`src/rtl/regfile_pkg.sv`:
```
// Shared definitions for the register-file write-port arbiter.
package regfile_pkg;

    localparam int NUM_REQ = 3;
    localparam int ADDR_W  = 4;
    localparam int DATA_W  = 32;

    // Requester indices; the index order also defines the round-robin order.
    localparam int REQ_ALU  = 0;
    localparam int REQ_LOAD = 1;
    localparam int REQ_HOST = 2;

    typedef struct packed {
        logic [ADDR_W-1:0] addr;
        logic [DATA_W-1:0] data;
    } wr_entry_t;

endpackage

```
`src/rtl/wr_fifo2.sv`:
```
// Two-entry write-request FIFO. Besides the head it exposes every slot's
// address and valid bit so the top level can build the pending-write mask.
module wr_fifo2
    import regfile_pkg::*;
(
    input  logic                clk,
    input  logic                rst_n,
    input  logic                push,
    input  wr_entry_t           push_entry,
    input  logic                pop,
    output logic                full,
    output logic                empty,
    output wr_entry_t           head,
    output logic [1:0]          occupancy,
    output logic [2*ADDR_W-1:0] entry_addr,
    output logic [1:0]          entry_valid
);

    wr_entry_t  mem [2];
    logic       rd_ptr;
    logic       wr_ptr;
    logic [1:0] count;
    logic       do_push;
    logic       do_pop;

    // A full FIFO refuses pushes even when it pops this cycle.
    assign full    = (count == 2'd2);
    assign empty   = (count == 2'd0);
    assign do_push = push && !full;
    assign do_pop  = pop && !empty;

    assign head       = mem[rd_ptr];
    assign occupancy  = count;
    assign entry_addr = {mem[1].addr, mem[0].addr};

    // Slot k holds live data when both slots are used, or when it is the only one at the read pointer.
    always_comb begin
        entry_valid[0] = (count == 2'd2) || ((count == 2'd1) && !rd_ptr);
        entry_valid[1] = (count == 2'd2) || ((count == 2'd1) && rd_ptr);
    end

    // Storage, pointers and occupancy; a simultaneous push and pop leaves count unchanged.
    always_ff @(posedge clk or negedge rst_n) begin
        if (!rst_n) begin
            mem[0] <= '0;
            mem[1] <= '0;
            rd_ptr <= 1'b0;
            wr_ptr <= 1'b0;
            count  <= 2'd0;
        end else begin
            if (do_push) begin
                mem[wr_ptr] <= push_entry;
                wr_ptr      <= ~wr_ptr;
            end
            if (do_pop) begin
                rd_ptr <= ~rd_ptr;
            end
            count <= count + 2'(do_push) - 2'(do_pop);
        end
    end

endmodule

```
`src/rtl/regfile_wr_arbiter.sv`:
```
// Round-robin arbiter sharing the register memory's single write port
// between the ALU, load unit and host loader, each behind a 2-entry FIFO.
module regfile_wr_arbiter #(
    parameter int NUM_REQ    = regfile_pkg::NUM_REQ,
    parameter int ADDR_W     = regfile_pkg::ADDR_W,
    parameter int DATA_W     = regfile_pkg::DATA_W,
    parameter int FIFO_DEPTH = 2
) (
    input  logic                      clk,
    input  logic                      rst_n,
    input  logic [NUM_REQ-1:0]        req_valid,
    output logic [NUM_REQ-1:0]        req_ready,
    input  logic [NUM_REQ*ADDR_W-1:0] req_addr,
    input  logic [NUM_REQ*DATA_W-1:0] req_data,
    output logic                      reg_WE,
    output logic [ADDR_W-1:0]         Dir_WRA,
    output logic [DATA_W-1:0]         DI,
    output logic [15:0]               pending,
    output logic [1:0]                grant_id,
    output logic [15:0]               wr_count
);

    regfile_pkg::wr_entry_t push_entry [NUM_REQ];
    regfile_pkg::wr_entry_t head       [NUM_REQ];
    logic [NUM_REQ-1:0]     full;
    logic [NUM_REQ-1:0]     empty;
    logic [NUM_REQ-1:0]     pop;
    logic [1:0]             occ        [NUM_REQ];
    logic [2*ADDR_W-1:0]    ent_addr   [NUM_REQ];
    logic [1:0]             ent_valid  [NUM_REQ];

    logic [1:0] last_grant;
    logic       sel_valid;
    logic [1:0] sel_idx;

    for (genvar i = 0; i < NUM_REQ; i++) begin : g_fifo
        assign push_entry[i] = '{addr: req_addr[i*ADDR_W +: ADDR_W],
                                 data: req_data[i*DATA_W +: DATA_W]};
        assign req_ready[i]  = !full[i];

        wr_fifo2 u_fifo (
            .clk         (clk),
            .rst_n       (rst_n),
            .push        (req_valid[i]),
            .push_entry  (push_entry[i]),
            .pop         (pop[i]),
            .full        (full[i]),
            .empty       (empty[i]),
            .head        (head[i]),
            .occupancy   (occ[i]),
            .entry_addr  (ent_addr[i]),
            .entry_valid (ent_valid[i])
        );
    end

    // Round-robin search: first occupied FIFO starting just after the last winner.
    always_comb begin
        int cand;
        cand      = 0;
        sel_valid = 1'b0;
        sel_idx   = 2'd0;
        for (int off = 1; off <= NUM_REQ; off++) begin
            cand = (int'(last_grant) + off) % NUM_REQ;
            if (!sel_valid && (occ[cand] != 2'd0)) begin
                sel_valid = 1'b1;
                sel_idx   = 2'(cand);
            end
        end
    end

    // Pop only the winner; the empty guard is redundant with the search but keeps the FIFO contract explicit.
    always_comb begin
        pop = '0;
        if (sel_valid) begin
            pop[sel_idx] = !empty[sel_idx];
        end
    end

    // Output stage: address and data hold when idle so the memory sees stable values.
    always_ff @(posedge clk or negedge rst_n) begin
        if (!rst_n) begin
            reg_WE     <= 1'b0;
            Dir_WRA    <= '0;
            DI         <= '0;
            grant_id   <= 2'd0;
            wr_count   <= 16'd0;
            last_grant <= 2'(regfile_pkg::REQ_HOST);
        end else begin
            reg_WE <= sel_valid;
            if (sel_valid) begin
                Dir_WRA    <= head[sel_idx].addr;
                DI         <= head[sel_idx].data;
                grant_id   <= sel_idx;
                last_grant <= sel_idx;
                wr_count   <= wr_count + 16'd1;
            end
        end
    end

    // Pending mask: every queued entry plus the write currently on the port.
    always_comb begin
        pending = 16'd0;
        for (int i = 0; i < NUM_REQ; i++) begin
            for (int k = 0; k < FIFO_DEPTH; k++) begin
                if (ent_valid[i][k]) begin
                    pending = pending | (16'(1) << ent_addr[i][k*ADDR_W +: ADDR_W]);
                end
            end
        end
        if (reg_WE) begin
            pending = pending | (16'(1) << Dir_WRA);
        end
    end

endmodule
```
`config.mk`:
```
export PLATFORM = sky130hd
export DESIGN_NAME = regfile_wr_arbiter
export DESIGN_NICKNAME = d
export VERILOG_FILES = /design/src/rtl/regfile_pkg.sv /design/src/rtl/wr_fifo2.sv /design/src/rtl/regfile_wr_arbiter.sv
export SDC_FILE = /design/constraint.sdc
export NUM_CORES = 1
export LEC_CHECK = 0
export ABC_AREA = 0
export BUFFER_PORTS_ARGS = -buffer_cell sky130_fd_sc_hd__buf_2
export CAP_MARGIN = 20
export CORE_ASPECT_RATIO = 0.7
export CORE_MARGIN = 1.5
export CORE_UTILIZATION = 45
export CTS_CLUSTER_DIAMETER = 100
export DETAILED_ROUTE_END_ITERATION = 10
export GPL_TIMING_DRIVEN = 0
export RECOVER_POWER = 100
export SYNTH_ARGS = -nofsm -noshare
export SYNTH_HDL_FRONTEND = slang
export SYNTH_SLANG_ARGS = --single-unit
```
`constraint.sdc`:
```
create_clock -name clk -period 3.59 [get_ports clk]
set_input_delay 0.718 -clock clk [delete_from_list [all_inputs] [get_ports clk]]
set_output_delay 0.718 -clock clk [all_outputs]
set_load 0.005 [all_outputs]
```
==> flow_summary_export.csv <==
group,metric,value,unit
run_status,outcome,"finished with violations",
run_status,failed_checks,"capacitance limit, slew limit, setup timing",
setup_path,rrSetupSlack,0.33,ns
synthesis,async_flop_share,100,%
routing,drt_iter0_markers,856,
floorplanning,dieWidth,210,um
setup_path,path_depth,5,
clocking,clock-sinks,284,
synthesis,avgSynthCellArea,12.9,um^2
synthesis,synth_seq_area_share,52.5,%
timing,fin_crit_sh,101,%
synthesis,yosysTopAreaCell,"dfrtp_1",
synthesis,synth_warnings,0,
setup_path,start_kind,"flip-flop",
routing,num_vias,9678,
cells_and_area,areaGrowthSynthToFinish,17.8,%
synthesis,synth-edff-count,0,
timing,grt_setup_unrepaired,"false",
timing,hold_viol,0,
clocking,cts_buffers,30,
synthesis,synth.most_common_cell,"dfrtp_1",
setup_path,cp.arrival,2.90,ns
setup_path,end_kind,"primary output",
power,p_int,10.4,mW
clocking,hold_buffers,0,
setup_path,worst-path-buf-inv,1,
power,leakage,7.09,nW
clocking,htree_levels,1,
power,ir_drop,0.000434,V
place,dpl.hpwl,27400,um
setup_path,setup.worst_path.class,"reg2out",
floorplanning,ios,187,
synthesis,synth_top_area_share,52.3,%
power,power.clock.fraction,18.5,%
clocking,post_cts_buffers,0,
cells_and_area,finalInstanceArea,16000,um^2
setup_path,crit_family,"compound AO/OA/AOI/OAI gates",
timing,fin_skew,0.0270,ns
global_route,gr-total-overflow,0,
setup_path,reg2reg_depth,14,
routing,ant_nets,0,
place,port_buffers,186,
power,switching_power,6.77,mW
synthesis,synth_area_leaders,"dfrtp_1, mux2_2, mux2i_1, a22oi_1, o221ai_1",
floorplanning,rows,52,
place,dp_slack,0.296,ns
power,p_total,17.2,mW
global_route,grt_pass1_wl,58200,um
synthesis,synth_common_cells,"dfrtp_1, mux2_2, mux2i_1",
clocking,clkTransAtPathRegs,0.07,ns
cells_and_area,drive_gt1_share,36.0,%
routing,drt-total-wl,38000,um
synthesis,syn_nets,1173,
timing,slew_violations,90,
synthesis,synth_area,13500,um^2
synthesis,synthCells,1049,
floorplanning,die_h,148,um
floorplanning,initial_core_util,46.3,%
routing,vias_per_cell,5.76,
clocking,clkLatencyLatePin,0.58,ns
floorplanning,placeableCoreArea,29200,um^2
power,pwr-share-seq,34.4,%
setup_path,crit_slowest_cell,"a211oi_1",
power,p_comb_share,47.1,%
place,finalWeightedCongestion,0.950,
clocking,cts_buffer_depth,3,
global_route,antenna_found_initial,10,
cells_and_area,stdcell_count,1679,
run,drv_cap,1,
routing,wl_per_cell,22.6,um
power,swShare,39.4,%
clocking,tritoncts,"done",
clocking,root_buffer,"clkbuf_16",
setup_path,critical_path.max_fanout,7,
global_route,globalRouteTotalUtil,24.4,%
routing,drc_errors,0,
timing,setup_viol,1,
timing,whs,0.0643,ns
worst_hold_path,min_path_type,"in2async",
synthesis,ys_seq_elements,284,
synthesis,synth_top_flop_cell,"dfrtp_1",
power,cellPowerDensity,1080,nW/um^2
global_route,grt_start_max_net_pins,91,
place,place_area,15000,um^2
setup_path,max_stage_delay,0.80,ns
setup_path,required,2.87,ns
place,place_inst,1616,
synthesis,synth.distinct_cells,65,
timing,period_needed,3.61,ns
setup_path,r2r_end,"g_fifo[1].u_fifo.occupancy[1]",
timing,tns,-0.0245,ns
cells_and_area,fin_util,54.6,%
timing,setup_ws,-0.0245,ns
routing,dr.pass1.iters,5,
global_route,grt_pass1_vias,9717,
timing,tightest_slew,2.31,ns
floorplanning,die_area,31200,um^2
timing,timing.fmax,277,MHz
clocking,cts.repair.resized,0,
setup_path,path_cells,"or3b_2, a211oi_1, a21oi_1, nand3_1, buf_2",
setup_path,r2r-start,"last_grant[1]",
timing,relSlewSlack,-53.8,%
cells_and_area,finalNetCount,1394,
==> worst register-to-register path: stages, from the launching register on <==
cell and delay, ns:
dfstp_1 0.58, inv_1 0.08, ha_1 0.26, o2bb2ai_1 0.17, a31oi_1 0.30, nor3_1 0.09, o22ai_1 0.22, clkbuf_4 0.30
clkbuf_2 0.31, inv_1 0.08, ha_1 0.28, inv_1 0.04, ha_1 0.18, xnor2_1 0.17, xnor2_1 0.13
==> area by class of cell <==
type	instances	area (um^2)
clock inverters	10	100
plain buffers	62	269
repair buffers	189	968
flip-flops and latches	284	7110
fillers	2571	13300
inverters	24	90.1
clock buffers	45	917
well taps	378	473
diodes	8	20.0
multi-input cells	679	6010
==> power groups by stage <==
stage               sequential, mW  combinational (mW)  clock [mW]
finish                        5.92                8.10        3.17
global route                  6.13                8.79        3.37
detailed placement            5.95                8.19           0
global placement              5.89                8.07           0
CTS                           5.91                8.24        3.23
floorplan                     5.64                5.77           0
==> sequential cells by signal (all words and copies together), names as in the netlist <==
register	flops
grant_id	2
reg_WE	1
g_fifo.u_fifo.mem	192
g_fifo.u_fifo.rd_ptr	3
last_grant	1
g_fifo.u_fifo.occupancy	6
wr_count	16
DI	32
g_fifo.u_fifo.wr_ptr	3
Dir_WRA	4
g_fifo.u_fifo.entry_addr	24
==> cells by family (layout without fill, tap and decap cells) <==
group                      after synthesis  count (layout)  share of synthesized area, %
and+or+nand+nor                        166             166                          6.75
muxes                                  322             322                          26.1
xor gates and xnor gates                27              27                          1.75
AOI/OAI and AO/OA                      153             153                          8.89
other                                    0               8                             0
DFF                                    284             284                          52.5
buffers and inverters                   86             330                          2.98
adders and majority gates               11              11                          1.02
==> metal layers <==
| metal | vias up | track usage, % | share of wire (%) |
|---|---|---|---|
| li1 | 4369 | - | - |
| met1 | 4914 | 37.3 | 49 |
| met3 | 68 | 5.51 | 7.5 |
| met5 | - | 0 | 0.089 |
| met4 | 6 | 6.22 | 2.1 |
| met2 | 321 | 34.9 | 42 |
==> cells in the final DEF, fill, tap and decap left out, types with 9 or more instances in the layout <==
| cell type | synthesis | routed |
|---|---|---|
| a22oi_1 | 43 | 43 |
| a31oi_1 | 8 | 9 |
| buf_2 | 25 | 164 |
| clkbuf_1 | 19 | 73 |
| clkbuf_16 | 0 | 30 |
| clkbuf_8 | 0 | 11 |
| dfrtp_1 | 283 | 283 |
| ha_1 | 11 | 11 |
| inv_1 | 20 | 23 |
| mux2_1 | 21 | 22 |
| mux2_2 | 229 | 228 |
| mux2i_1 | 72 | 72 |
| nand2_1 | 30 | 31 |
| nand3_1 | 26 | 26 |
| nor2_1 | 24 | 27 |
| nor2b_1 | 11 | 11 |
| nor3_1 | 23 | 23 |
| o221ai_1 | 36 | 36 |
| xnor2_1 | 13 | 13 |
| xor2_1 | 14 | 14 |
==> worst max-delay path by stage <==
stage,startpoint,end,slack [ns]
2_1_floorplan,grant_id[0],g_fifo[1].u_fifo.occupancy[1],0.77
3_3_place_gp,rst_n,g_fifo[1].u_fifo.mem[59],-3.69
3_5_place_dp,grant_id[0],g_fifo[1].u_fifo.occupancy[1],0.30
4_1_cts,g_fifo[0].u_fifo.occupancy[1],pending[8],0.04
5_1_grt,last_grant[1],g_fifo[1].u_fifo.occupancy[1],0.04
6_report,g_fifo[0].u_fifo.occupancy[1],pending[0],-0.02
(Power assumes the default switching activity.)
